[config.mk]
export PLATFORM = sky130hd
export DESIGN_NAME = arcade_input_mapper
export DESIGN_NICKNAME = d
export VERILOG_FILES = /design/src/rtl/arcade_input_pkg.sv /design/src/rtl/coin_pulser.sv /design/src/rtl/arcade_input_mapper.sv
export SDC_FILE = /design/constraint.sdc
export NUM_CORES = 1
export LEC_CHECK = 0
export ABC_AREA = 1
export CORE_MARGIN = 2
export CORE_UTILIZATION = 50
export DETAILED_ROUTE_END_ITERATION = 16
export PLACE_DENSITY_LB_ADDON = 0.1
export SLEW_MARGIN = 20
export SYNTH_ARGS = -nofsm -noshare
export SYNTH_HDL_FRONTEND = slang
export SYNTH_SLANG_ARGS = --single-unit
[constraint.sdc]
create_clock -name clk_49m -period 1.56 [get_ports clk_49m]
set_input_delay 0.312 -clock clk_49m [delete_from_list [all_inputs] [get_ports clk_49m]]
set_output_delay 0.312 -clock clk_49m [all_outputs]
set_load 0.02 [all_outputs]
[src/rtl/arcade_input_pkg.sv]
// -----------------------------------------------------------------------------
// arcade_input_pkg
// Shared definitions for the arcade input front end. It holds:
//   - PS/2 set-2 scancodes that the mapper decodes
//   - default joystick bit positions (hps_io layout, active-high)
//   - the keyboard key-latch struct
//   - the coin pulser state encoding
//   - a helper that selects a keyboard fire button by index
// -----------------------------------------------------------------------------
package arcade_input_pkg;

  // Joystick word layout: bits 0..3 are directions, fire button k is bit 4+k.
  localparam int JOY_RIGHT = 0;
  localparam int JOY_LEFT  = 1;
  localparam int JOY_DOWN  = 2;
  localparam int JOY_UP    = 3;
  localparam int JOY_BTN0  = 4;

  localparam int DEF_START_BIT = 8;
  localparam int DEF_COIN_BIT  = 9;
  localparam int DEF_PAUSE_BIT = 10;

  // Keyboard has three fire keys; more buttons are joystick-only.
  localparam int KBD_BUTTONS = 3;

  // PS/2 set-2 scancodes. The extended flag (ps2_key[8]) is not decoded, so
  // cursor keys and their keypad twins map to the same direction.
  localparam logic [7:0] SC_START1  = 8'h16;
  localparam logic [7:0] SC_START2  = 8'h1E;
  localparam logic [7:0] SC_COIN1   = 8'h2E;
  localparam logic [7:0] SC_COIN2   = 8'h36;
  localparam logic [7:0] SC_SERVICE = 8'h46;
  localparam logic [7:0] SC_PAUSE   = 8'h4D;
  localparam logic [7:0] SC_UP      = 8'h75;
  localparam logic [7:0] SC_DOWN    = 8'h72;
  localparam logic [7:0] SC_LEFT    = 8'h6B;
  localparam logic [7:0] SC_RIGHT   = 8'h74;
  localparam logic [7:0] SC_BTN0    = 8'h14;
  localparam logic [7:0] SC_BTN1    = 8'h11;
  localparam logic [7:0] SC_BTN2    = 8'h29;

  // One bit per decoded key, 1 = currently held.
  typedef struct packed {
    logic                   start1;
    logic                   start2;
    logic                   coin1;
    logic                   coin2;
    logic                   service;
    logic                   pause;
    logic                   up;
    logic                   down;
    logic                   left;
    logic                   right;
    logic [KBD_BUTTONS-1:0] btn;
  } key_latch_t;

  typedef enum logic [1:0] {
    COIN_IDLE     = 2'd0,
    COIN_PULSE    = 2'd1,
    COIN_WAIT_REL = 2'd2
  } coin_state_e;

  // Keyboard fire key for button index idx; indices without a key read 0.
  function automatic logic kbd_button(input key_latch_t keys, input int idx);
    logic res;
    case (idx)
      0:       res = keys.btn[0];
      1:       res = keys.btn[1];
      2:       res = keys.btn[2];
      default: res = 1'b0;
    endcase
    return res;
  endfunction

endpackage

[src/rtl/coin_pulser.sv]
// -----------------------------------------------------------------------------
// coin_pulser
// Turns a level coin request into a single fixed-width pulse.
//   IDLE     : waits for a rising edge of i_raw, then loads the counter
//   PULSE    : pulse active for exactly PULSE_CYCLES clocks
//   WAIT_REL : waits for i_raw to drop; edges before that are ignored
// Ports:
//   i_clk    core clock
//   i_rst_n  asynchronous active-low reset
//   i_raw    coin request level (active-high, combinational merge)
//   o_state  current FSM state; the pulse is (o_state == COIN_PULSE)
// The state is registered, so the pulse starts one clock after i_raw rises.
// -----------------------------------------------------------------------------
module coin_pulser
  import arcade_input_pkg::*;
#(
  parameter int PULSE_CYCLES = 4915200
) (
  input  logic        i_clk,
  input  logic        i_rst_n,
  input  logic        i_raw,
  output coin_state_e o_state
);

  localparam int CW = (PULSE_CYCLES > 1) ? $clog2(PULSE_CYCLES) : 1;
  localparam logic [CW-1:0] CNT_LOAD = CW'(PULSE_CYCLES - 1);

  coin_state_e   r_state;
  coin_state_e   w_state_next;
  logic [CW-1:0] r_cnt;
  logic [CW-1:0] w_cnt_next;
  logic          r_prev;

  // r_prev resets to 1 so a coin still held when reset releases is not seen
  // as a fresh insertion; it must be released and pressed again.
  always_ff @(posedge i_clk or negedge i_rst_n) begin
    if (!i_rst_n) begin
      r_state <= COIN_IDLE;
      r_cnt   <= '0;
      r_prev  <= 1'b1;
    end else begin
      r_state <= w_state_next;
      r_cnt   <= w_cnt_next;
      r_prev  <= i_raw;
    end
  end

  always_comb begin
    w_state_next = r_state;
    w_cnt_next   = r_cnt;
    case (r_state)
      COIN_IDLE: begin
        if (i_raw && !r_prev) begin
          w_state_next = COIN_PULSE;
          w_cnt_next   = CNT_LOAD;
        end
      end
      COIN_PULSE: begin
        if (r_cnt == '0) begin
          w_state_next = COIN_WAIT_REL;
        end else begin
          w_cnt_next = r_cnt - 1'b1;
        end
      end
      COIN_WAIT_REL: begin
        if (!i_raw) begin
          w_state_next = COIN_IDLE;
        end
      end
      default: begin
        w_state_next = COIN_IDLE;
      end
    endcase
  end

  assign o_state = r_state;

endmodule

[src/rtl/arcade_input_mapper.sv]
// -----------------------------------------------------------------------------
// arcade_input_mapper
// Player-input front end between hps_io and an arcade core. It merges PS/2
// key events with per-player joysticks into active-low control buses. It adds
// fixed-width coin pulses, per-button autofire and a latched pause toggle.
// Ports:
//   clk_49m      core clock
//   reset        asynchronous active-low reset
//   ps2_key      [10] event toggle, [9] pressed, [8] extended (unused), [7:0] code
//   joystick     player p at [16p+15:16p], active-high
//   autofire_en  per-button autofire enable, player-major
//   joystick_n   {right,left,down,up} per player, active-low
//   buttons_n    fire buttons, player-major, active-low
//   start_n      start per player, active-low
//   coin_n       coin pulse per player, active-low
//   service_n    service switch, active-low
//   pause        pause toggle state, active-high
// Key event protocol: hps_io flips ps2_key[10] once per key event, and the
// other bits are valid in that cycle. There is no back-pressure. An event is
// any cycle where ps2_key[10] differs from its value on the previous clock.
// On the first clock after reset the toggle is only sampled, because its
// reset-time value carries no event.
// Every output except autofire gating is registered, so inputs and key
// events reach the outputs one clock later.
// -----------------------------------------------------------------------------
module arcade_input_mapper
  import arcade_input_pkg::*;
#(
  parameter int         NUM_PLAYERS       = 2,
  parameter int         NUM_BUTTONS       = 3,
  parameter int         START_BIT         = DEF_START_BIT,
  parameter int         COIN_BIT          = DEF_COIN_BIT,
  parameter int         PAUSE_BIT         = DEF_PAUSE_BIT,
  parameter int         COIN_PULSE_CYCLES = 4915200,
  parameter int         AF_HALF_CYCLES    = 1638400,
  parameter logic [3:0] KBD_PLAYER_MASK   = 4'b0001
) (
  input  logic                               clk_49m,
  input  logic                               reset,
  input  logic [10:0]                        ps2_key,
  input  logic [16*NUM_PLAYERS-1:0]          joystick,
  input  logic [NUM_PLAYERS*NUM_BUTTONS-1:0] autofire_en,
  output logic [4*NUM_PLAYERS-1:0]           joystick_n,
  output logic [NUM_PLAYERS*NUM_BUTTONS-1:0] buttons_n,
  output logic [NUM_PLAYERS-1:0]             start_n,
  output logic [NUM_PLAYERS-1:0]             coin_n,
  output logic                               service_n,
  output logic                               pause
);

  localparam int NBT = NUM_PLAYERS * NUM_BUTTONS;
  localparam int AW  = (AF_HALF_CYCLES > 1) ? $clog2(AF_HALF_CYCLES) : 1;
  localparam logic [AW-1:0] AF_LAST = AW'(AF_HALF_CYCLES - 1);

  // ---------------------------------------------------------------------------
  // Key event detection and key latches
  // ---------------------------------------------------------------------------
  logic       r_armed;
  logic       r_old_tog;
  key_latch_t r_keys;
  key_latch_t w_keys_next;
  logic       w_key_event;

  always_ff @(posedge clk_49m or negedge reset) begin
    if (!reset) begin
      r_armed   <= 1'b0;
      r_old_tog <= 1'b0;
      r_keys    <= '0;
    end else begin
      r_armed   <= 1'b1;
      r_old_tog <= ps2_key[10];
      r_keys    <= w_keys_next;
    end
  end

  assign w_key_event = r_armed && (ps2_key[10] != r_old_tog);

  always_comb begin
    w_keys_next = r_keys;
    if (w_key_event) begin
      case (ps2_key[7:0])
        SC_START1:  w_keys_next.start1  = ps2_key[9];
        SC_START2:  w_keys_next.start2  = ps2_key[9];
        SC_COIN1:   w_keys_next.coin1   = ps2_key[9];
        SC_COIN2:   w_keys_next.coin2   = ps2_key[9];
        SC_SERVICE: w_keys_next.service = ps2_key[9];
        SC_PAUSE:   w_keys_next.pause   = ps2_key[9];
        SC_UP:      w_keys_next.up      = ps2_key[9];
        SC_DOWN:    w_keys_next.down    = ps2_key[9];
        SC_LEFT:    w_keys_next.left    = ps2_key[9];
        SC_RIGHT:   w_keys_next.right   = ps2_key[9];
        SC_BTN0:    w_keys_next.btn[0]  = ps2_key[9];
        SC_BTN1:    w_keys_next.btn[1]  = ps2_key[9];
        SC_BTN2:    w_keys_next.btn[2]  = ps2_key[9];
        default:    w_keys_next = r_keys;
      endcase
    end
  end

  // ---------------------------------------------------------------------------
  // Merge. The next-cycle key latch value is used, so a key event and a
  // joystick change in the same cycle reach the outputs together.
  // ---------------------------------------------------------------------------
  logic [4*NUM_PLAYERS-1:0] w_dir_raw;
  logic [NBT-1:0]           w_btn_raw;
  logic [NUM_PLAYERS-1:0]   w_start_raw;
  logic [NUM_PLAYERS-1:0]   w_coin_raw;
  logic                     w_pause_raw;
  logic                     w_service_raw;

  always_comb begin
    w_dir_raw     = '0;
    w_btn_raw     = '0;
    w_start_raw   = '0;
    w_coin_raw    = '0;
    w_pause_raw   = w_keys_next.pause;
    w_service_raw = w_keys_next.service;
    for (int p = 0; p < NUM_PLAYERS; p++) begin
      w_dir_raw[4*p+0] = joystick[16*p+JOY_UP]    | (w_keys_next.up    & KBD_PLAYER_MASK[p]);
      w_dir_raw[4*p+1] = joystick[16*p+JOY_DOWN]  | (w_keys_next.down  & KBD_PLAYER_MASK[p]);
      w_dir_raw[4*p+2] = joystick[16*p+JOY_LEFT]  | (w_keys_next.left  & KBD_PLAYER_MASK[p]);
      w_dir_raw[4*p+3] = joystick[16*p+JOY_RIGHT] | (w_keys_next.right & KBD_PLAYER_MASK[p]);
      for (int k = 0; k < NUM_BUTTONS; k++) begin
        w_btn_raw[NUM_BUTTONS*p+k] = joystick[16*p+JOY_BTN0+k]
                                   | (kbd_button(w_keys_next, k) & KBD_PLAYER_MASK[p]);
      end
      // Keyboard start/coin keys belong to players 1 and 2 regardless of mask.
      w_start_raw[p] = joystick[16*p+START_BIT]
                     | ((p == 0) & w_keys_next.start1)
                     | ((p == 1) & w_keys_next.start2);
      w_coin_raw[p]  = joystick[16*p+COIN_BIT]
                     | ((p == 0) & w_keys_next.coin1)
                     | ((p == 1) & w_keys_next.coin2);
      w_pause_raw    = w_pause_raw | joystick[16*p+PAUSE_BIT];
    end
  end

  // ---------------------------------------------------------------------------
  // Registered levels, pause toggle and autofire timebase
  // ---------------------------------------------------------------------------
  logic [4*NUM_PLAYERS-1:0] r_dir_raw;
  logic [NBT-1:0]           r_btn_raw;
  logic [NUM_PLAYERS-1:0]   r_start_raw;
  logic                     r_service_raw;
  logic                     r_pause;
  logic                     r_pause_prev;
  logic [AW-1:0]            r_af_cnt;
  logic                     r_af_phase;

  // r_pause_prev resets to 1 so pause held across reset does not toggle.
  always_ff @(posedge clk_49m or negedge reset) begin
    if (!reset) begin
      r_dir_raw     <= '0;
      r_btn_raw     <= '0;
      r_start_raw   <= '0;
      r_service_raw <= 1'b0;
      r_pause       <= 1'b0;
      r_pause_prev  <= 1'b1;
    end else begin
      r_dir_raw     <= w_dir_raw;
      r_btn_raw     <= w_btn_raw;
      r_start_raw   <= w_start_raw;
      r_service_raw <= w_service_raw;
      r_pause_prev  <= w_pause_raw;
      if (w_pause_raw && !r_pause_prev) begin
        r_pause <= ~r_pause;
      end
    end
  end

  always_ff @(posedge clk_49m or negedge reset) begin
    if (!reset) begin
      r_af_cnt   <= '0;
      r_af_phase <= 1'b1;
    end else if (r_af_cnt == AF_LAST) begin
      r_af_cnt   <= '0;
      r_af_phase <= ~r_af_phase;
    end else begin
      r_af_cnt   <= r_af_cnt + 1'b1;
    end
  end

  // ---------------------------------------------------------------------------
  // Coin pulsers
  // ---------------------------------------------------------------------------
  coin_state_e w_coin_state [NUM_PLAYERS];

  for (genvar gp = 0; gp < NUM_PLAYERS; gp++) begin : g_coin
    coin_pulser #(
      .PULSE_CYCLES (COIN_PULSE_CYCLES)
    ) u_coin_pulser (
      .i_clk   (clk_49m),
      .i_rst_n (reset),
      .i_raw   (w_coin_raw[gp]),
      .o_state (w_coin_state[gp])
    );
    assign coin_n[gp] = (w_coin_state[gp] != COIN_PULSE);
  end

  // ---------------------------------------------------------------------------
  // Outputs
  // ---------------------------------------------------------------------------
  assign joystick_n = ~r_dir_raw;
  // An autofire-enabled button is only passed during the high half-period.
  assign buttons_n  = ~(r_btn_raw & (~autofire_en | {NBT{r_af_phase}}));
  assign start_n    = ~r_start_raw;
  assign service_n  = ~r_service_raw;
  assign pause      = r_pause;

  // Extended-key flag and joystick bits beyond the mapped ones are unused.
  logic w_unused;
  assign w_unused = ^{ps2_key[8], joystick};

endmodule

==> run summary, run 1 <==
=====================================================================================================
Post-synthesis sequential area ratio                                                            0.463
Fraction of synthesized cell area in xor and xnor cells                                        0.0272
Met1 layer wirelength in the final routing                                                    6840 um
Mux cell area share after synthesis                                                           0.00173
Drt wl/cell                                                                                   15.0 um
Number of antenna violations at the first check in global routing                                   0
Post-Route Hold Slack                                                                          309 ps
NetSw                                                                                         2180 uW
P_leak                                                                                     0.00402 uW
Netlist Area Pre-Place                                                                      5790 um^2
Post-synthesis net count                                                                          814
Number of buffers created by CTS                                                                    9
Path category of the worst min-delay check                                                  in -> reg
Final Critical Period                                                                         1660 ps
Root buf cell                                                                            sky130_fd_sc_hd__clkbuf_16
Number of port buffers                                                                             57
Final routed wirelength across all metal layers                                              16900 um
Final slew viol count                                                                               0
Remaining antenna violation count after routing                                                     0
Setup clock skew after layout                                                                 7.25 ps
Highest attainable clock frequency                                                            604 MHz
Top fanout value on the critical path                                                               5
Later-pin clock latency in the skew report                                                     350 ps
Post-Place Cell Area                                                                        7440 um^2
Dominant register cell in the synthesized netlist                                        sky130_fd_sc_hd__dfrtp_1
# H-tree levels                                                                                     3
Vias in the first global route                                                                   5720
Clock-pin slew on the worst setup and hold paths                                                70 ps
ANT cells                                                                                           0
Worst EP arrival                                                                              1950 ps
Final weighted congestion in routability-driven placement                                       0.914
Met2 routed wirelength                                                                        9010 um
EDFF count, synth                                                                                   0
Number of detailed-route iterations in the first pass                                               6
TritonCTS clock tree                                                                             done
Hold Path Origin                                                                          ps2_key[10]
Critical Setup Path Class                                                                  reg -> reg
Util after Layout                                                                               0.770
Largest vdd supply drop                                                                     0.00112 V
RSZ-0062 raised after global routing                                                              yes
Layout net count                                                                                 1033
Gr ovfl total                                                                                       0
Portion of total power attributed to sequential cells                                           0.441
Area growth syn-to-layout                                                                       51.1%
Final setup fails                                                                                  49
Share of final-layout standard cells stronger than drive strength 1                             0.396
Final Cell Area                                                                             8750 um^2
Synth async-reset ratio                                                                          1.00
Violated checks                                                                          setup timing
Cell types with the largest area share after synthesis                                   sky130_fd_sc_hd__dfrtp_1 (44%), sky130_fd_sc_hd__nand2_1 (12%), sky130_fd_sc_hd__inv_1 (6.9%)
DRC                                                                                                 0
Post-route setup slack                                                                       -95.6 ps
Post-synth cell types                                                                              38
Basic-gate share of the synthesized area counting and, or, nand and nor cells                   0.381
Data required time of the critical path                                                       1850 ps
Sum Neg Setup Slack                                                                          -2300 ps
Maximum number of pins on one net before global-route repair                                       39
Maximum capacitance violations                                                                      0
Die height                                                                                     112 um
Cell-internal power                                                                           5170 uW
Compound-gate portion of the synthesized area                                                  0.0285
Synth area leader                                                                        sky130_fd_sc_hd__dfrtp_1
Relative contribution of the clock network to total power                                       0.312
Global-route total usage across every layer                                                     0.254
Post-synthesis share of cell area spent on full adders, half adders and majority gates        0.00648
Final period utilization                                                                         1.06
Syn Area/Cell                                                                               7.62 um^2
Timing endpoint of the critical path                                                     g_coin[0].u_coin_pulser.r_cnt[8]$_DFFE_PN0P_
Result of the run                                                                        complete, but fails checks
Area enclosed by the die boundary                                                          12500 um^2
Crit Reg-Reg Startpoint                                                                  r_old_tog$_DFF_PN0_
Power Total                                                                                   7350 uW
Area share of the largest cell type after synthesis                                             0.445
Reg-to-reg setup timing slack                                                                 -100 ps
Core box area                                                                              11400 um^2
Worst setup path start                                                                   r_old_tog$_DFF_PN0_
Detailed placer's ending HPWL                                                                10300 um
Portion of total power attributed to combinational logic                                        0.247
Flip-flop and latch count after synthesis                                                         107
First-pass GRT wire length                                                                   26000 um
Sort of element at the end of the critical path                                             flip-flop
Initial Util                                                                                    0.510
Largest family of logic cells by synthesized area                                        simple AND/OR/NAND/NOR gates
Yosys warns                                                                                         0
Number of violations reported at the end of detailed-routing iteration 0                          431
Final Hold Viols                                                                                    0
Cell count of the worst reg-to-reg path                                                            11
# clock sinks                                                                                     107
Width of the die                                                                               112 um
DR vias                                                                                          5914
Average vias per placed instance                                                                 5.25
I/O pin cnt                                                                                        71
Kind of start point of the critical path                                                    flip-flop
Worst reg2reg path endpoint                                                              g_coin[0].u_coin_pulser.r_cnt[8]$_DFFE_PN0P_
Highest routing layer actually used                                                              met4
Largest buffer count on any clock path                                                              2
Std-Cell Rows                                                                                      39
Post-synthesis cell count                                                                         760
Power density over the cells                                                              840 nW/um^2
DR WL met3                                                                                     710 um
Sw frac                                                                                         0.297
=====================================================================================================
## registers in the layout, indices dropped and copies added, names as in the netlist, 2 cells and up
register and flops:
g_coin.u_coin_pulser.r_cnt 46, r_btn_raw 6, r_af_cnt 21, r_dir_raw 8, g_coin.u_coin_pulser.r_prev 2, g_coin.u_coin_pulser.o_state 4, r_keys 12, r_start_raw 2
## cell families (layout without fill, tap and decap cells)
group	count (synthesis)	after routing
and+or+nand+nor	475	477
buffers and inverters	124	346
DFF	107	107
AOI/OAI and AO/OA	31	31
xor gates and xnor gates	18	18
adders and majority gates	3	3
other	1	1
muxes	1	1
## critical path, cell delays in order, from the launching register on
cell and delay [ps]:
sky130_fd_sc_hd__dfrtp_1 410, sky130_fd_sc_hd__nand2_1 90, sky130_fd_sc_hd__nand2_2 80, sky130_fd_sc_hd__nor2_4 180
sky130_fd_sc_hd__nand3_2 120, sky130_fd_sc_hd__nand2_2 80, sky130_fd_sc_hd__nand2_2 70, sky130_fd_sc_hd__nand2_4 100
sky130_fd_sc_hd__nand3_4 110, sky130_fd_sc_hd__buf_4 180, sky130_fd_sc_hd__buf_16 120, sky130_fd_sc_hd__nand3b_1 70
## power by group through the flow
stage | clock (uW) | sequential [uW] | combinational [uW]
2_1_floorplan | 0 | 3240 | 662
3_3_place_gp | 0 | 3240 | 1320
3_5_place_dp | 0 | 3250 | 1380
4_1_cts | 2350 | 3210 | 1600
5_1_grt | 2450 | 3270 | 1980
6_report | 2290 | 3240 | 1820
## routing by layer
layer / up-vias / GRT usage
met5: - / 0
met4: 0 / 0.0617
met3: 38 / 0.0501
met2: 162 / 0.444
met1: 2887 / 0.325
li1: 2827 / -
## layout by cell type (no fill, tap or decap), drive strengths merged, types with 4 or more instances in the layout
cell / n
or2: 20
nand4: 23
nor3: 25
dfstp: 4
nand3b: 9
nand2: 199
o21ai: 25
clkbuf: 11
xor2: 13
nor4: 5
dfrtp: 103
dlygate4sd2: 19
xnor2: 5
clkdlybuf4s50: 27
nand3: 78
buf: 167
nor2: 116
inv: 112
## worst min path at each step
| stage | cells past startpoint | end |
|---|---|---|
| 2_1_floorplan | 0 | g_coin[0].u_coin_pulser.o_state[0]$_DFFE_PN0P_ |
| 6_report | 1 | r_old_tog$_DFF_PN0_ |
| 3_3_place_gp | 1 | r_start_raw[0]$_DFF_PN0_ |
| 5_1_grt | 1 | r_old_tog$_DFF_PN0_ |
| 4_1_cts | 1 | r_old_tog$_DFF_PN0_ |
| 3_5_place_dp | 1 | r_start_raw[0]$_DFF_PN0_ |
## Yosys cell counts, types with 5 or more instances
library cell / n
sky130_fd_sc_hd__dfrtp_1: 103
sky130_fd_sc_hd__inv_1: 107
sky130_fd_sc_hd__nand2_1: 191
sky130_fd_sc_hd__nand2_2: 7
sky130_fd_sc_hd__nand3_1: 68
sky130_fd_sc_hd__nand3_2: 6
sky130_fd_sc_hd__nand3b_1: 9
sky130_fd_sc_hd__nand4_1: 23
sky130_fd_sc_hd__nor2_1: 101
sky130_fd_sc_hd__nor2_2: 14
sky130_fd_sc_hd__nor3_1: 22
sky130_fd_sc_hd__nor4_1: 5
sky130_fd_sc_hd__o21ai_0: 21
sky130_fd_sc_hd__or2_1: 8
sky130_fd_sc_hd__or2_2: 9
sky130_fd_sc_hd__xnor2_1: 5
sky130_fd_sc_hd__xor2_1: 13
## area by class of cell
cell class / instances / area, um^2
multi-input cells: 531 / 3260
flip-flops and latches: 107 / 2690
fillers: 746 / 2620
repair buffers: 217 / 1890
inverters: 111 / 429
clock buffers: 11 / 243
well taps: 143 / 179
clock inverters: 5 / 52.6
repair inverters: 2 / 11.3
## repair_timing
action                                 4_1_cts  5_1_grt
resized for setup                          122      143
setup endpoints to repair                   89       78
gates cloned                                 6        0
buffers inserted                            14       17
endpoints found under the hold margin       16        0
pin swaps                                   23       49
hold buffers                                 1        0
## stage by stage
| stage | std cells | setup slack [ps] |
|---|---|---|
| floorplan | 760 | -5.68 |
| global placement | 1073 | -489 |
| detailed placement | 1073 | -569 |
| CTS | 1110 | -45.3 |
| global route | 1127 | -217 |
| finish | 1127 | -95.6 |
Power figures use the tool's default switching activity.
==> inputs of run 2 (changes only) <==
==> constraint.sdc (replaced) <==
create_clock -name clk_49m -period 1.5 [get_ports clk_49m]
set_input_delay 0.3 -clock clk_49m [delete_from_list [all_inputs] [get_ports clk_49m]]
set_output_delay 0.3 -clock clk_49m [all_outputs]
set_load 0.02 [all_outputs]
==> run 2 against run 1 <==
  * The flow still finishes with violations (setup timing)
  * Clock skew is essentially flat
  * Final cell count is 2.0% higher
  * Clock power about the same
  * Highest routed layer unchanged
==> run summary, run 2 (synthesis results as in run 1) <==
=======================================================================================
Gr ovfl total                                                                         0
Std-Cell Rows                                                                        39
First-pass GRT wire length                                                     27600 um
Result of the run                                                          complete, but fails checks
Number of violations reported at the end of detailed-routing iteration 0            492
Violated checks                                                            setup timing
Core box area                                                                11400 um^2
Die height                                                                       112 um
Initial Util                                                                      0.510
# clock sinks                                                                       107
Maximum capacitance violations                                                        0
TritonCTS clock tree                                                               done
Drt wl/cell                                                                     15.3 um
P_leak                                                                       0.00418 uW
Number of buffers created by CTS                                                      9
Setup clock skew after layout                                                   7.32 ps
Vias in the first global route                                                     5985
Sort of element at the end of the critical path                               flip-flop
Global-route total usage across every layer                                       0.270
Register with the most flip-flops                                          g_coin.u_coin_pulser.r_cnt
Worst setup timing slack at the placement stage                                 -590 ps
Critical Setup Path Class                                                    reg -> reg
# H-tree levels                                                                       3
Combined area of the multi-input logic cells                                  3380 um^2
Final setup fails                                                                    66
DRC                                                                                   0
Top fanout value on the critical path                                                 6
Layout net count                                                                   1055
Width of the die                                                                 112 um
Area enclosed by the die boundary                                            12500 um^2
Share of final-layout standard cells stronger than drive strength 1               0.419
Kind of start point of the critical path                                      flip-flop
Number of antenna violations at the first check in global routing                     0
RSZ-0062 raised after global routing                                                yes
Placed Instances                                                                   1072
Maximum number of pins on one net before global-route repair                         46
Area growth syn-to-layout                                                         57.6%
Number of port buffers                                                               57
ANT cells                                                                             0
Remaining antenna violation count after routing                                       0
Final Critical Period                                                           1720 ps
Register Area                                                                 2690 um^2
Final Hold Viols                                                                      0
Power density over the cells                                                852 nW/um^2
Final weighted congestion in routability-driven placement                         0.920
Number of detailed-route iterations in the first pass                                 5
Clock-pin slew on the worst setup and hold paths                                  70 ps
I/O pin cnt                                                                          71
Path category of the worst min-delay check                                    in -> reg
Final routed wirelength across all metal layers                                17500 um
Most common cell after layout, fill and taps aside                         sky130_fd_sc_hd__nand2_1
Average vias per placed instance                                                   5.28
Final period utilization                                                           1.15
Largest registers in the final layout                                      g_coin.u_coin_pulser.r_cnt: 46 flops, r_af_cnt: 21 flops, r_keys: 12 flops
Highest attainable clock frequency                                              580 MHz
Post-route setup slack                                                          -223 ps
Number of fillers in the final layout                                               705
Most frequent cells in the layout                                          sky130_fd_sc_hd__nand2_1 (151), sky130_fd_sc_hd__buf_4 (150), sky130_fd_sc_hd__dfrtp_1 (99)
Largest buffer count on any clock path                                                2
Final slew viol count                                                                 0
Later-pin clock latency in the skew report                                       360 ps
Flip-flop count of the largest register after layout                                 46
Root buf cell                                                              sky130_fd_sc_hd__clkbuf_16
Final non-filler cell total                                                        1149
DR vias                                                                            6067
Largest vdd supply drop                                                      0.000800 V
Data required time of the critical path                                         1740 ps
Detailed placer's ending HPWL                                                  10500 um
Worst EP arrival                                                                1960 ps
=======================================================================================
run 2: what timing repair did:
| action | in CTS | in global routing |
|---|---|---|
| buffers inserted | 33 | 24 |
| resized for setup | 225 | 92 |
| gates cloned | 6 | 1 |
| setup endpoints to repair | 94 | 89 |
| pin swaps | 70 | 45 |
| hold buffers | 1 | 0 |
| hold endpoints to repair | 19 | 0 |
run 2: layer usage:
metal	wire (um)	GRT usage	up-vias
met5	0	0	-
met4	389	0.0757	0
met1	7110	0.338	2945
met3	930	0.0593	42
met2	9100	0.473	194
li1	-	-	2886
run 2: path summary, 6_finish.rpt:
| check | slack (ps) | endpoint | startpoint | depth (start not counted) |
|---|---|---|---|---|
| max in group asynchronous | 540 | g_coin[1].u_coin_pulser.r_prev$_DFF_PN1_ | reset | 3 |
| min in group asynchronous | 370 | r_start_raw[0]$_DFF_PN0_ | reset | 2 |
| max reg2reg | -220 | g_coin[0].u_coin_pulser.r_cnt[8]$_DFFE_PN0P_ | r_old_tog$_DFF_PN0_ | 9 |
| min reg2reg | 500 | r_dir_raw[3]$_DFF_PN0_ | r_keys[3]$_DFF_PN0_ | 2 |
| max | -220 | g_coin[0].u_coin_pulser.r_cnt[8]$_DFFE_PN0P_ | r_old_tog$_DFF_PN0_ | 9 |
| min | 240 | r_old_tog$_DFF_PN0_ | ps2_key[10] | 1 |
run 2: stage by stage:
stage          power, uW  TNS [ps]  hold slack (ps)   util  cell area [um^2]
2_1_floorplan       4140         0             4.41      -              5850
3_3_place_gp        4760    -33580              207  0.657              7470
3_5_place_dp        4830    -37720              207  0.657              7470
4_1_cts             7530     -4990              216  0.760              8640
5_1_grt             8130    -16080              227  0.803              9130
6_report            7780    -10140              237  0.803              9130
run 2: cell type report:
| class | count | area share |
|---|---|---|
| Tap cell | 143 | 0.0196 |
| Inverter | 111 | 0.0487 |
| Timing Repair inverter | 1 | 0.00123 |
| Clock inverter | 7 | 0.00562 |
| Timing Repair Buffer | 241 | 0.235 |
| Sequential cell | 107 | 0.294 |
| Multi-Input combinational cell | 530 | 0.371 |
| Clock buffer | 9 | 0.0247 |
run 2: where the power goes:
| group | switching, uW | internal, uW | leakage [uW] |
|---|---|---|---|
| clock | 1130 | 1140 | 0.000132 |
| sequential | 272 | 3140 | 0.00115 |
| combinational | 1080 | 1010 | 0.00289 |
| total | 2490 | 5290 | 0.00418 |
run 2: critical path, stage by stage (launching register included):
cell	delay, ps
sky130_fd_sc_hd__dfrtp_1	400
sky130_fd_sc_hd__nand2_1	100
sky130_fd_sc_hd__nand2_2	100
sky130_fd_sc_hd__nor2_4	190
sky130_fd_sc_hd__nand4_1	190
sky130_fd_sc_hd__nand2_4	140
sky130_fd_sc_hd__nand2_4	70
sky130_fd_sc_hd__nand3_4	150
sky130_fd_sc_hd__buf_12	170
sky130_fd_sc_hd__nand3b_1	90
